**config.mk**
```make
export PLATFORM = sky130hd
export DESIGN_NAME = seg7_pair_decoder
export DESIGN_NICKNAME = d
export VERILOG_FILES = /design/src/rtl/seg7_pkg.sv /design/src/rtl/seg7_digit_decode.sv /design/src/rtl/seg7_pair_decoder.sv
export SDC_FILE = /design/constraint.sdc
export NUM_CORES = 1
export LEC_CHECK = 0
export ABC_AREA = 1
export CAP_MARGIN = 25
export CORE_MARGIN = 5
export CORE_UTILIZATION = 49
export CTS_BUF_LIST = sky130_fd_sc_hd__clkbuf_8
export CTS_CLUSTER_DIAMETER = 50
export DETAILED_ROUTE_END_ITERATION = 6
export GPL_TIMING_DRIVEN = 1
export PLACE_DENSITY = 0.71
export SLEW_MARGIN = 20
export SYNTH_ARGS = -nofsm -noshare
export SYNTH_HDL_FRONTEND = slang
export SYNTH_SLANG_ARGS = --single-unit
```
**constraint.sdc**
```tcl
create_clock -name clk -period 6.05 [get_ports clk]
set_clock_uncertainty 0.05 [all_clocks]
set_input_delay 1.815 -clock clk [delete_from_list [all_inputs] [get_ports clk]]
set_output_delay 1.815 -clock clk [all_outputs]
set_load 0.01 [all_outputs]
```
**src/rtl/seg7_pkg.sv**
```systemverilog
// Shared types and constants for the 7-segment readback path.
// Patterns are active-low, bit order {g,f,e,d,c,b,a}.
package seg7_pkg;

    typedef logic [6:0] seg7_t;

    localparam seg7_t SEG_DIGIT_0 = 7'b1000000;
    localparam seg7_t SEG_DIGIT_1 = 7'b1111001;
    localparam seg7_t SEG_DIGIT_2 = 7'b0100100;
    localparam seg7_t SEG_DIGIT_3 = 7'b0110000;
    localparam seg7_t SEG_DIGIT_4 = 7'b0011001;
    localparam seg7_t SEG_DIGIT_5 = 7'b0010010;
    localparam seg7_t SEG_DIGIT_6 = 7'b0000010;
    localparam seg7_t SEG_DIGIT_7 = 7'b1111000;
    localparam seg7_t SEG_DIGIT_8 = 7'b0000000;
    localparam seg7_t SEG_DIGIT_9 = 7'b0010000;
    localparam seg7_t SEG_BLANK   = 7'b1111111;

    localparam logic [3:0] MAX_TENS = 4'd3;

    typedef enum logic [1:0] {
        SETTLE,
        ACCEPT,
        HOLD,
        ERROR
    } dec_state_t;

    // Two-digit decimal to binary; the largest legal pair is 39.
    function automatic logic [5:0] pair_value(input logic [3:0] tens, input logic [3:0] units);
        pair_value = ({2'b00, tens} << 3) + ({2'b00, tens} << 1) + {2'b00, units};
    endfunction

endpackage

```
**src/rtl/seg7_digit_decode.sv**
```systemverilog
// Combinational decode of one active-low 7-segment pattern to a BCD digit.
// Anything outside the ten digit glyphs is reported as illegal.
module seg7_digit_decode
    import seg7_pkg::*;
(
    input  seg7_t      seg,
    output logic [3:0] digit,
    output logic       legal
);

    always_comb begin
        digit = 4'd0;
        legal = 1'b1;
        case (seg)
            SEG_DIGIT_0: digit = 4'd0;
            SEG_DIGIT_1: digit = 4'd1;
            SEG_DIGIT_2: digit = 4'd2;
            SEG_DIGIT_3: digit = 4'd3;
            SEG_DIGIT_4: digit = 4'd4;
            SEG_DIGIT_5: digit = 4'd5;
            SEG_DIGIT_6: digit = 4'd6;
            SEG_DIGIT_7: digit = 4'd7;
            SEG_DIGIT_8: digit = 4'd8;
            SEG_DIGIT_9: digit = 4'd9;
            default:     legal = 1'b0;
        endcase
    end

endmodule

```
**src/rtl/seg7_pair_decoder.sv**
```systemverilog
// Glitch-filtered readback of a two-digit 7-segment display into a 0..39 value.
// Define SEG7_BLANK_LEADING_EN to accept a blank tens digit as a leading zero.
module seg7_pair_decoder
    import seg7_pkg::*;
#(
    parameter int STABLE_CYCLES = 4,
    parameter int CNT_W         = 8
) (
    input  logic       clk,
    input  logic       rst_n,
    input  logic [6:0] seg_tens,
    input  logic [6:0] seg_units,
    output logic [5:0] value,
    output logic       value_valid,
    output logic       value_strobe,
    output logic       pattern_err
);

    localparam logic [CNT_W-1:0] STABLE_CNT = CNT_W'(STABLE_CYCLES);

    // Index 0 is the units digit, index 1 the tens digit.
    seg7_t       seg_in     [2];
    seg7_t       sample_reg [2];
    logic [3:0]  digit      [2];
    logic        legal      [2];

    logic [CNT_W-1:0] cnt_reg, cnt_next;
    dec_state_t       state_reg, state_next;
    logic [5:0]       value_reg, value_next;
    logic             valid_reg, valid_next;
    logic             strobe_reg, strobe_next;
    logic             err_reg, err_next;
    logic             have_value_reg, have_value_next;

    logic             changed;
    logic [3:0]       tens_digit;
    logic             tens_legal;
    logic             pair_legal;
    logic [5:0]       new_value;

    assign seg_in[0] = seg_units;
    assign seg_in[1] = seg_tens;

    genvar gi;
    generate
        for (gi = 0; gi < 2; gi++) begin : g_digit
            seg7_digit_decode u_dec (
                .seg   (sample_reg[gi]),
                .digit (digit[gi]),
                .legal (legal[gi])
            );
        end
    endgenerate

    always_ff @(posedge clk) begin
        for (int i = 0; i < 2; i++) begin
            if (!rst_n) sample_reg[i] <= SEG_BLANK;
            else        sample_reg[i] <= seg_in[i];
        end
    end

    assign changed = (seg_in[0] != sample_reg[0]) || (seg_in[1] != sample_reg[1]);

`ifdef SEG7_BLANK_LEADING_EN
    always_comb begin
        if (sample_reg[1] == SEG_BLANK) begin
            tens_digit = 4'd0;
            tens_legal = 1'b1;
        end else begin
            tens_digit = digit[1];
            tens_legal = legal[1] && (digit[1] <= MAX_TENS);
        end
    end
`else
    always_comb begin
        tens_digit = digit[1];
        tens_legal = legal[1] && (digit[1] <= MAX_TENS);
    end
`endif

    assign pair_legal = tens_legal && legal[0];
    assign new_value  = pair_value(tens_digit, digit[0]);

    always_comb begin
        if (changed)                  cnt_next = {{(CNT_W-1){1'b0}}, 1'b1};
        else if (cnt_reg >= STABLE_CNT) cnt_next = STABLE_CNT;
        else                          cnt_next = cnt_reg + 1'b1;
    end

    // The accept decision uses the stored samples; a change arriving on the
    // same edge takes priority and restarts the count.
    always_comb begin
        state_next      = state_reg;
        value_next      = value_reg;
        valid_next      = valid_reg;
        strobe_next     = 1'b0;
        err_next        = err_reg;
        have_value_next = have_value_reg;
        case (state_reg)
            SETTLE: begin
                if (!changed && cnt_reg == STABLE_CNT) begin
                    if (pair_legal) begin
                        state_next      = ACCEPT;
                        value_next      = new_value;
                        valid_next      = 1'b1;
                        err_next        = 1'b0;
                        strobe_next     = (new_value != value_reg) || !have_value_reg;
                        have_value_next = 1'b1;
                    end else begin
                        state_next = ERROR;
                        err_next   = 1'b1;
                        valid_next = 1'b0;
                    end
                end
            end
            ACCEPT: begin
                if (changed) begin
                    state_next = SETTLE;
                    valid_next = 1'b0;
                end else begin
                    state_next = HOLD;
                end
            end
            HOLD: begin
                if (changed) begin
                    state_next = SETTLE;
                    valid_next = 1'b0;
                end
            end
            ERROR: begin
                if (changed) begin
                    state_next = SETTLE;
                    err_next   = 1'b0;
                end
            end
            default: state_next = SETTLE;
        endcase
    end

    always_ff @(posedge clk) begin
        if (!rst_n) begin
            state_reg      <= SETTLE;
            cnt_reg        <= '0;
            value_reg      <= '0;
            valid_reg      <= 1'b0;
            strobe_reg     <= 1'b0;
            err_reg        <= 1'b0;
            have_value_reg <= 1'b0;
        end else begin
            state_reg      <= state_next;
            cnt_reg        <= cnt_next;
            value_reg      <= value_next;
            valid_reg      <= valid_next;
            strobe_reg     <= strobe_next;
            err_reg        <= err_next;
            have_value_reg <= have_value_next;
        end
    end

    assign value        = value_reg;
    assign value_valid  = valid_reg;
    assign value_strobe = strobe_reg;
    assign pattern_err  = err_reg;

endmodule

```
==> results.py <==
metrics = {
    "status": {
        "status": "completed",
    },
    "synth": {
        "avgSynthCellArea_sq_um": 6.256,
        "synth_seq_cells": 34,
        "yosysTopAreaCell": "dfxtp_1",
        "async_reset_ff_share_pct": 0,
        "synth.distinct_cells": 32,
        "syn-cell-area_sq_mm": 0.002208,
        "synth_edf_count": 0,
        "yosys.area.top_type_share_pct": 30.82,
        "synthFlopType": "dfxtp_1",
        "ys.warnings.count": 0,
        "ys_seq_area_share_pct": 30.82,
        "synthTopCellsByArea": "dfxtp_1, nand2_1, nor2_1",
        "synthCells": 353,
    },
    "timing": {
        "post-route-min-period_ns": 3.320,
        "worst_pin_slew_ns": 0.9818,
        "tns_ns": 0,
        "fmaxAchievable_ghz": 0.3012,
        "finalHoldWorstSlack_ns": 0.4031,
        "period_share_pct": 54.87,
        "grt_setup_unrepaired": "no",
        "setup_viol": 0,
        "slew_headroom_pct": 34.34,
        "hold_viol": 0,
        "final_max_slew_viol_count": 0,
    },
    "grt": {
        "grt_start_max_net_pins": 27,
        "grt-ovfl-total": 0,
        "grt_pass1_vias": 2024,
        "track_usage_pct": 16.03,
        "antenna_found_initial": 0,
        "grt_pass1_wl_mm": 7.997,
    },
    "layout": {
        "num_antenna_cells": 0,
        "final_common_cell": "nand2_1",
        "fin_util_pct": 59.28,
        "largest_reg_flops": 14,
        "final_cell_mix": "nand2_1, nor2_1, inv_1",
        "fin_nets": 415,
        "area_growth_pct": 16.88,
        "drive_gt1_share_pct": 8.073,
    },
    "floorplanning": {
        "dieArea_sq_mm": 0.005950,
        "rows": 24,
        "initial_utilization_pct": 50.72,
        "die_y_um": 77.14,
        "die_x_um": 77.14,
        "io-pin-count": 25,
        "core_area_sq_mm": 0.004354,
    },
    "clocking": {
        "path_clk_slew_ns": 0.07,
        "htree_levels": 2,
        "root_buffer": "clkbuf_8",
        "cts_buffer_depth": 2,
        "cts_sinks": 34,
        "cts_hold_buf": 0,
        "cts_resized": 0,
        "postCtsSetupBuffers": 0,
        "numCtsBuffers": 5,
        "tritoncts": "done",
        "clk_latency_ns": 0.28,
    },
    "route": {
        "avgRoutedWirePerCell_um": 10.16,
        "wl_mm": 4.428,
        "routed-via-count": 2054,
        "initialDrtViolationCount": 83,
        "drc_errors": 0,
        "ant_nets": 0,
        "drt-pass1-iter-count": 4,
        "viasPerCell": 4.711,
    },
    "critical_path": {
        "critical_path_class": "in2reg",
        "worst_ep_required_time_ns": 6.17,
        "cp-end-kind": "flop",
        "crit_fanout": 26,
        "critPathLaunchType": "input pin",
        "worstPathArrival_ns": 3.44,
        "reg2reg_slack_ns": 2.96,
    },
    "power": {
        "total_leakage_power_nw": 1.422,
        "power_density_mw_per_mm2": 207.8,
        "peakVddDrop_mv": 0.1610,
    },
    "place": {
        "port_buffers": 24,
        "gp_congestion": 0.8353,
        "hpwl_mm": 3.584,
    },
    "hold_path": {
        "min_path_type": "reg2reg",
    },
    "job": {
        "drv_cap": 0,
    },
}
kinds of logic after synthesis:
family          Yosys count  share of synthesized area, %
simple gates            227                         43.97
flops                    34                         30.82
other cells               1                        0.1698
xor+xnor                  7                         2.776
compound gates            9                         2.266
buf+inv                  60                         10.82
fa+ha+maj                15                         9.179
critical path, cell delays in order:
cell	delay, ns
clkdlybuf4s50_1	1.12
inv_1	0.18
or2_2	0.32
path summary, 6_finish.rpt:
path | start | to | depth (start not counted)
worst max-delay path | rst_n | sample_reg[1][3] | 3
worst min register to register | have_value_reg | have_value_reg | 2
worst max register to register | sample_reg[1][1] | value_strobe | 17
worst min-delay path | have_value_reg | have_value_reg | 2
layout make-up:
class,instances,area [sq um]
flip-flops and latches,34,680.7
multi-input cells,263,1304
well taps,52,65.06
fillers,427,1773
clock buffers,5,68.82
clock inverters,2,10.01
inverters,56,212.7
repair buffers,24,240.2
synthesized netlist by cell type (all sizes together) (2+ instances only):
master / count
ha: 13
xnor2: 6
inv: 56
or2: 4
nand3: 22
nand4: 5
clkbuf: 2
fa: 2
nor3b: 2
a21oi: 3
buf: 2
dfxtp: 34
nand2: 124
o21ai: 4
nor2: 61
nor3: 6
power by group:
group | internal, mW | total [mW] | switching (mW)
registers | 0.237 | 0.249 | 0.0124
clock network | 0.0771 | 0.157 | 0.0795
logic | 0.0501 | 0.130 | 0.0802
total | 0.364 | 0.536 | 0.172
layer usage:
layer / wire (um) / GRT usage [%] / up-vias
li1: - / - / 1126
met1: 2077 / 18.04 / 897
met2: 2107 / 28.96 / 25
met3: 179 / 4.450 / 6
met4: 63 / 4.811 / 0
met5: 0 / 0 / -
per-stage QoR:
stage	total power, mW	instance area (sq um)	setup slack [ns]	instances
after floorplan	0.3523	2223	3.199	357
after global placement	0.3844	2502	2.440	429
after detailed placement	0.3866	2502	2.425	429
after CTS	0.5453	2581	2.728	436
after global routing	0.5781	2581	2.575	436
final	0.5364	2581	2.730	436
Power figures use the tool's default switching activity.
